<file path="src/rtl/regs_writeback.sv">
// Register-file writeback initiator: merges ALU results and buffered load
// returns onto one write port and tracks registers with loads still in flight.
package params;
    localparam int unsigned NUM_REGS = 32;
    localparam int unsigned SEL_W    = $clog2(NUM_REGS);
    localparam int unsigned DATA_W   = 32;

    typedef logic [SEL_W-1:0]  reg_sel_t;
    typedef logic [DATA_W-1:0] data_t;

    typedef struct packed {
        reg_sel_t sel;
        data_t    data;
    } wb_entry_t;
endpackage

module regs_writeback #(
    parameter int unsigned LD_DEPTH = 2,
    parameter int unsigned NUM_REGS = params::NUM_REGS
) (
    input  logic                          i_clk,
    input  logic                          i_rst,

    input  logic                          i_alu_valid,
    output logic                          o_alu_ready,
    input  params::reg_sel_t              i_alu_sel,
    input  params::data_t                 i_alu_data,

    input  logic                          i_ld_valid,
    output logic                          o_ld_ready,
    input  params::reg_sel_t              i_ld_sel,
    input  params::data_t                 i_ld_data,

    input  logic                          i_issue_en,
    input  params::reg_sel_t              i_issue_sel,

    input  params::reg_sel_t              i_chk_sel_1,
    input  params::reg_sel_t              i_chk_sel_2,
    output logic                          o_busy_1,
    output logic                          o_busy_2,

    output logic                          o_write_en,
    output params::reg_sel_t              o_sel_write,
    output params::data_t                 o_write_data,
    output logic [$clog2(LD_DEPTH):0]     o_ld_count
);

    localparam int unsigned PTR_W = $clog2(LD_DEPTH);
    localparam int unsigned CNT_W = PTR_W + 1;
    localparam logic [CNT_W-1:0] FULL_CNT = CNT_W'(LD_DEPTH);

    params::wb_entry_t  r_fifo [LD_DEPTH];
    logic [PTR_W-1:0]   r_rd_ptr;
    logic [PTR_W-1:0]   r_wr_ptr;
    logic [CNT_W-1:0]   r_count;
    logic               r_wr_is_ld;
    logic [NUM_REGS-1:0] r_pending;

    logic               w_full;
    logic               w_empty;
    logic               w_alu_acc;
    logic               w_ld_push;
    logic               w_pop;
    logic               w_sel_valid;
    params::wb_entry_t  w_sel_entry;
    params::wb_entry_t  w_ld_entry;
    logic [NUM_REGS-1:0] w_pending_nxt;

    // Handshake and arbitration, all from registered FIFO state
    always_comb begin
        w_full      = (r_count == FULL_CNT);
        w_empty     = (r_count == '0);
        w_alu_acc   = i_alu_valid && !w_full;
        w_ld_push   = i_ld_valid && !w_full;
        // A full FIFO takes priority so loads can always drain
        w_pop       = !w_empty && (w_full || !i_alu_valid);
        w_sel_valid = w_alu_acc || w_pop;
        w_ld_entry  = '{sel: i_ld_sel, data: i_ld_data};
        if (w_pop) begin
            w_sel_entry = r_fifo[r_rd_ptr];
        end else begin
            w_sel_entry = '{sel: i_alu_sel, data: i_alu_data};
        end
    end

    assign o_alu_ready = !w_full;
    assign o_ld_ready  = !w_full;
    assign o_ld_count  = r_count;

    // Load-return FIFO storage; contents are don't-care when not counted
    always_ff @(posedge i_clk) begin
        if (w_ld_push) begin
            r_fifo[r_wr_ptr] <= w_ld_entry;
        end
    end

    always_ff @(posedge i_clk) begin
        if (i_rst) begin
            r_rd_ptr <= '0;
            r_wr_ptr <= '0;
            r_count  <= '0;
        end else begin
            if (w_ld_push) begin
                r_wr_ptr <= r_wr_ptr + PTR_W'(1);
            end
            if (w_pop) begin
                r_rd_ptr <= r_rd_ptr + PTR_W'(1);
            end
            case ({w_ld_push, w_pop})
                2'b10:   r_count <= r_count + CNT_W'(1);
                2'b01:   r_count <= r_count - CNT_W'(1);
                default: r_count <= r_count;
            endcase
        end
    end

    // Write port register; register 0 is consumed but never written
    always_ff @(posedge i_clk) begin
        if (i_rst) begin
            o_write_en   <= 1'b0;
            o_sel_write  <= '0;
            o_write_data <= '0;
            r_wr_is_ld   <= 1'b0;
        end else if (w_sel_valid) begin
            o_write_en   <= (w_sel_entry.sel != '0);
            o_sel_write  <= w_sel_entry.sel;
            o_write_data <= w_sel_entry.data;
            r_wr_is_ld   <= w_pop;
        end else begin
            o_write_en   <= 1'b0;
            r_wr_is_ld   <= 1'b0;
        end
    end

    // Pending-load scoreboard: clear on load commit, new issue wins a collision
    always_comb begin
        w_pending_nxt = r_pending;
        if (o_write_en && r_wr_is_ld) begin
            w_pending_nxt[o_sel_write] = 1'b0;
        end
        if (i_issue_en && (i_issue_sel != '0)) begin
            w_pending_nxt[i_issue_sel] = 1'b1;
        end
    end

    always_ff @(posedge i_clk) begin
        if (i_rst) begin
            r_pending <= '0;
        end else begin
            r_pending <= w_pending_nxt;
        end
    end

    assign o_busy_1 = (i_chk_sel_1 != '0) && r_pending[i_chk_sel_1];
    assign o_busy_2 = (i_chk_sel_2 != '0) && r_pending[i_chk_sel_2];

endmodule

</file>
<file path="config.mk">
export PLATFORM = sky130hd
export DESIGN_NAME = regs_writeback
export DESIGN_NICKNAME = d
export VERILOG_FILES = /design/src/rtl/regs_writeback.sv
export SDC_FILE = /design/constraint.sdc
export NUM_CORES = 1
export LEC_CHECK = 0
export BUFFER_PORTS_ARGS = -buffer_cell sky130_fd_sc_hd__buf_4
export CORE_MARGIN = 2
export CORE_UTILIZATION = 40
export DETAILED_ROUTE_END_ITERATION = 10
export MAX_ROUTING_LAYER = met4
export SLEW_MARGIN = 20
export SYNTH_ARGS = -nofsm -noshare
export SYNTH_HDL_FRONTEND = slang
export SYNTH_SLANG_ARGS = --single-unit
</file>
<file path="constraint.sdc">
create_clock -name i_clk -period 5.2 [get_ports i_clk]
set_input_delay 0.26 -clock i_clk [delete_from_list [all_inputs] [get_ports i_clk]]
set_output_delay 0.26 -clock i_clk [all_outputs]
set_load 0.1 [all_outputs]
</file>
== Word-level counts from Yosys, hierarchy flattened ==
Memory sizes are Yosys's and may differ from the RTL's. A register that Yosys moved wholly into a read port is not among the register bits.
Index checks and enable logic that the tools add are counted.
Widths: inputs -> output; s select.
Word-level totals
  output and inout bits: 44
  memories: 1
  register bits after elaboration: 75
  word-level logic and storage cells: 63
  bits of input ports: 94
  memory bits (writable): 74
Memories
  r_fifo: words 2, width 37, rd ports 1, clocked after memory_dff 1, write ports 1, line 52  | params::wb_entry_t r_fifo [LD_DEPTH];
Operators by class
  reduce and logical (&&, ||, !) cells: 21
  equality and inequality tests: 3
  bitwise logic cells: 4
  multiplexer cells: 16
  order comparisons: 6
  add/subtract/negate cells: 4
Operators by type and width (number)
  $mux 32: 2
  $mux 37: 1
  $and 32x32->32: 1
  $not 32->32: 1
  $or 32x32->32: 1
  $lt 5x6->1 const B: 4
  $reduce_bool 5->1: 4
  $bmux 1 s5: 2
  $demux 1 s5: 2
  $ge 5x1->1 const B: 2
  $logic_and 1x1->1: 9
  $mux 1: 8
  $eq 2x2->1 const B: 2
  $pmux 2 s2: 1
  $logic_not 1->1: 3
  $add 1x1->1 const B: 2
  $add 2x1->2 const B: 1
  $eq 2x1->1 const B: 1
  $logic_not 2->1: 1
  $logic_or 1x1->1: 2
  $reduce_bool 2->1: 1
  $reduce_or 2->1: 1
  $sub 2x1->2 const B: 1
  $not 1->1: 1

== Depth between registers and ports, before layout ==
  depth after elaboration: 9
  depth in mapped cells: 10

== Worst setup path before layout ==
Ideal clock, no wire load.
  kind: input-to-output
  start point: input port i_chk_sel_2[0]
  end point: output port o_busy_2
  data required time: 4.940 ns
  setup slack: 0.606 ns
  stages: 4
  buffers on the path: 1
  arrival time: 4.334 ns
  cells stage by stage: clkbuf_1 -> mux4_2 -> mux2i_1 -> o311ai_0
Between the ends
  word-level cells in the longest chain between the ends: 3
  elaborated cells on any way between the ends: 4
  classes of those cells: 2 x mux; 2 x reduce/logical
Ends and longest elaborated chain
  start, declared: line 38  | input params::reg_sel_t i_chk_sel_2,
  $bmux 1 s5: line 155  | assign o_busy_2 = (i_chk_sel_2 != '0) && r_pending[i_chk_sel_2];
  $mux 1 (not written as such): line 155
  $logic_and 1x1->1 *: line 155
  end, declared: line 40  | output logic o_busy_2,
Every way passes the cells marked *; elsewhere a longest branch is shown, timed or not. The select of a mux whose other input is x is not followed.

== Worst setup path after layout ==
  start point: register r_pending[14]
  end point: output port o_busy_1
Between the ends
  word-level cells in the longest chain between the ends: 3
Ends and longest elaborated chain
  start, declared: line 57  | logic [NUM_REGS-1:0] r_pending;
  start signal, assigned: line 150  | r_pending <= w_pending_nxt;
  $bmux 1 s5: line 154  | assign o_busy_1 = (i_chk_sel_1 != '0) && r_pending[i_chk_sel_1];
  $mux 1 (not written as such): line 154
  $logic_and 1x1->1: line 154
  end, declared: line 39  | output logic o_busy_1,
No other way between the ends. The select of a mux whose other input is x is not followed.

==> run summary <==
Diodes inserted: 0
GPL Wtd Cong: 0.873
Final min period: 2.45 ns
Die X: 130 µm
Area of the core: 15300 µm²
Layout fillers: 1391
Slew margin rel.: 0.253
Worst Tran Pin Value: 1.12 ns
Clk Latency, worst-skew pair: 0.42 ns
Routed wire length: 15300 µm
FMAX: 408 MHz
Worst Setup Start Kind: register
H-tree lvl count: 4
Hold Path Class: input port to register
I/O Pins: 138
Synth Net Count: 645
Pleak: 3.01 nW
DRC errors left: 0
DP HPWL: 10700 µm
First-pass GRT wire length: 24100 µm
Hold-critical path depth: 1
CTS Hold Bufs: 0
DR iter-0 viols: 252
Inst Count DP: 859
GR Overflow Total: 0
Unique masters post-synth: 46
Antenna viol nets, final: 0
Post-synth EDFFs: 74
Chip Height: 130 µm
Vias in the first global route: 4758
Largest buffer count on any clock path: 2
Async SR Flop Fraction: 0
Synth Instances: 550
DR pass1 iterations: 5
Final setup vio count: 0
Sequential share of the synthesized area: 0.589
Top_reg_cell synth: dfxtp_1
Num CTS Buffers: 17
Final hold violation count: 0
Post-synthesis register bit count: 149
Setup total negative slack: 0 ns
WL/cell: 17.1 µm
WS Path Type: register to primary output
Initial antenna violation count: 0
Site row count: 45
Layout Cells excl Fill: 892
Critical path data required time: 4.94 ns
Clk_skew: 0.00929 ns
Commonest non-fill, non-tap cell in the layout: buf_4
Min Hold Slack: 0.0240 ns
Outcome: finished clean
RSZ-0062 raised after global routing: false
Pin count of the biggest net entering global routing: 76
Buffers added on ports: 137
Max-cap check violation count: 0
Mapped Area: 6320 µm²
Clock sinks: 149
Total die area: 16800 µm²
Pins over their slew limit: 0
WP data arrival: 2.19 ns
Post-CTS setup buffer count: 0
Power per cell area: 538 nW/µm²
Worst Setup End Kind: primary output
Layout area overhead: 27.4%
Total Routing Usage GR: 0.192
Vias: 4733
NumNets Final: 763
Peak VDD IR: 0.354 mV
Synth top area share: 0.351
Mean post-synth cell area: 11.5 µm²
Clk slew on worst S/H paths: 0.06 ns
Final period utilization: 0.472
Share of layout cells above drive strength 1: 0.308
Root Driver: clkbuf_16
Synth area leaders: edfxtp_1, dfxtp_1, a21oi_1
Worst slack, placed: 3.02 ns
PostCTS Resize Cnt: 0
Synth Warn #: 0
Yosys top cell by area: edfxtp_1
Most frequent cells in the layout: buf_4, nand2_1, dfxtp_1, edfxtp_1, a21oi_1
CTS tree: done
DR vias/cell: 5.31
Worst Path Max Fanout: 3
Final WS setup: 2.75 ns
Effective utilization at floorplan: 0.413
R2R depth: 5
-- through the flow --
| step | cell area (µm²) | power [mW] | util |
|---|---|---|---|
| CTS | 8030 | 4.37 | 0.525 |
| finish | 8050 | 4.33 | 0.526 |
| floorplan | 6320 | 2.78 | - |
| global route | 8050 | 4.52 | 0.526 |
| detailed placement | 7440 | 3.14 | 0.486 |
| global placement | 7440 | 3.12 | 0.486 |
-- state kept, by name (all words and copies together) (netlist names), named ones only --
register and flops:
o_write_data 32, r_pending 31, r_fifo 74, r_rd_ptr 1, o_write_en 1, r_wr_ptr 1, o_sel_write 5, o_ld_count 2
r_wr_is_ld 1
-- area by class of cell --
cell class | count | area (µm²) | area share
clock inverter | 13 | 155 | 0.0193
timing repair buffer | 140 | 1060 | 0.132
multi-input combinational | 357 | 2400 | 0.298
tap | 211 | 264 | 0.0328
sequential | 149 | 3720 | 0.463
inverter | 3 | 11.3 | 0.00140
clock buffer | 19 | 433 | 0.0538
-- worst paths after layout --
check / startpoint / slack, ns / to
worst max-delay path: r_pending[14] / 2.75 / o_busy_1
worst min-delay path: i_ld_data[8] / 0.02 / r_fifo[1][8]
worst max register to register: o_ld_count[0] / 3.09 / o_ld_count[1]
worst min register to register: o_write_data[12] / 0.45 / o_write_data[12]
-- routing by layer --
layer / GRT usage / share of wire / vias up
met5: - / 0 / -
met4: 0.0746 / 0.020 / 0
met3: 0.0484 / 0.056 / 25
met2: 0.314 / 0.50 / 138
met1: 0.230 / 0.42 / 2284
li1: - / - / 2286
-- cell families (layout without fill, tap and decap cells) --
| kind of cell | after synthesis | after routing | synth area share |
|---|---|---|---|
| and+or+nand+nor | 143 | 143 | 0.108 |
| muxes | 59 | 59 | 0.123 |
| buffers and inverters | 44 | 175 | 0.0331 |
| DFF | 149 | 149 | 0.589 |
| AOI/OAI and AO/OA | 150 | 150 | 0.139 |
| xor gates and xnor gates | 4 | 4 | 0.00554 |
| adders and majority gates | 1 | 1 | 0.00198 |
-- critical path, stage by stage, from the launching register on --
cell,delay (ns)
dfxtp_1,0.32
mux4_2,0.46
mux2i_1,0.16
nor3b_1,0.07
or4_1,0.52
buf_4,0.25
-- synth_stat cells, types with 3 or more instances --
| cell | instances |
|---|---|
| mux2_2 | 25 |
| inv_1 | 3 |
| nor2b_1 | 4 |
| a21oi_1 | 68 |
| buf_2 | 14 |
| buf_6 | 3 |
| nand3b_1 | 3 |
| o211ai_1 | 9 |
| a22oi_1 | 25 |
| o21ai_0 | 34 |
| nand2_1 | 75 |
| edfxtp_1 | 74 |
| nand2b_1 | 3 |
| nand3_1 | 19 |
| nor3b_1 | 6 |
| mux4_2 | 10 |
| and3b_1 | 3 |
| dfxtp_1 | 75 |
| a21o_1 | 4 |
| or3_1 | 4 |
| mux2i_1 | 22 |
| and3_1 | 3 |
| clkbuf_1 | 21 |
| nor2_1 | 12 |
-- report_power, final --
part,switching [mW],internal [mW]
Sequential,0.147,1.43
Combinational,1.09,0.443
Clock,0.462,0.753
Total,1.70,2.63
Note: power is estimated with default switching activity, not from simulation.
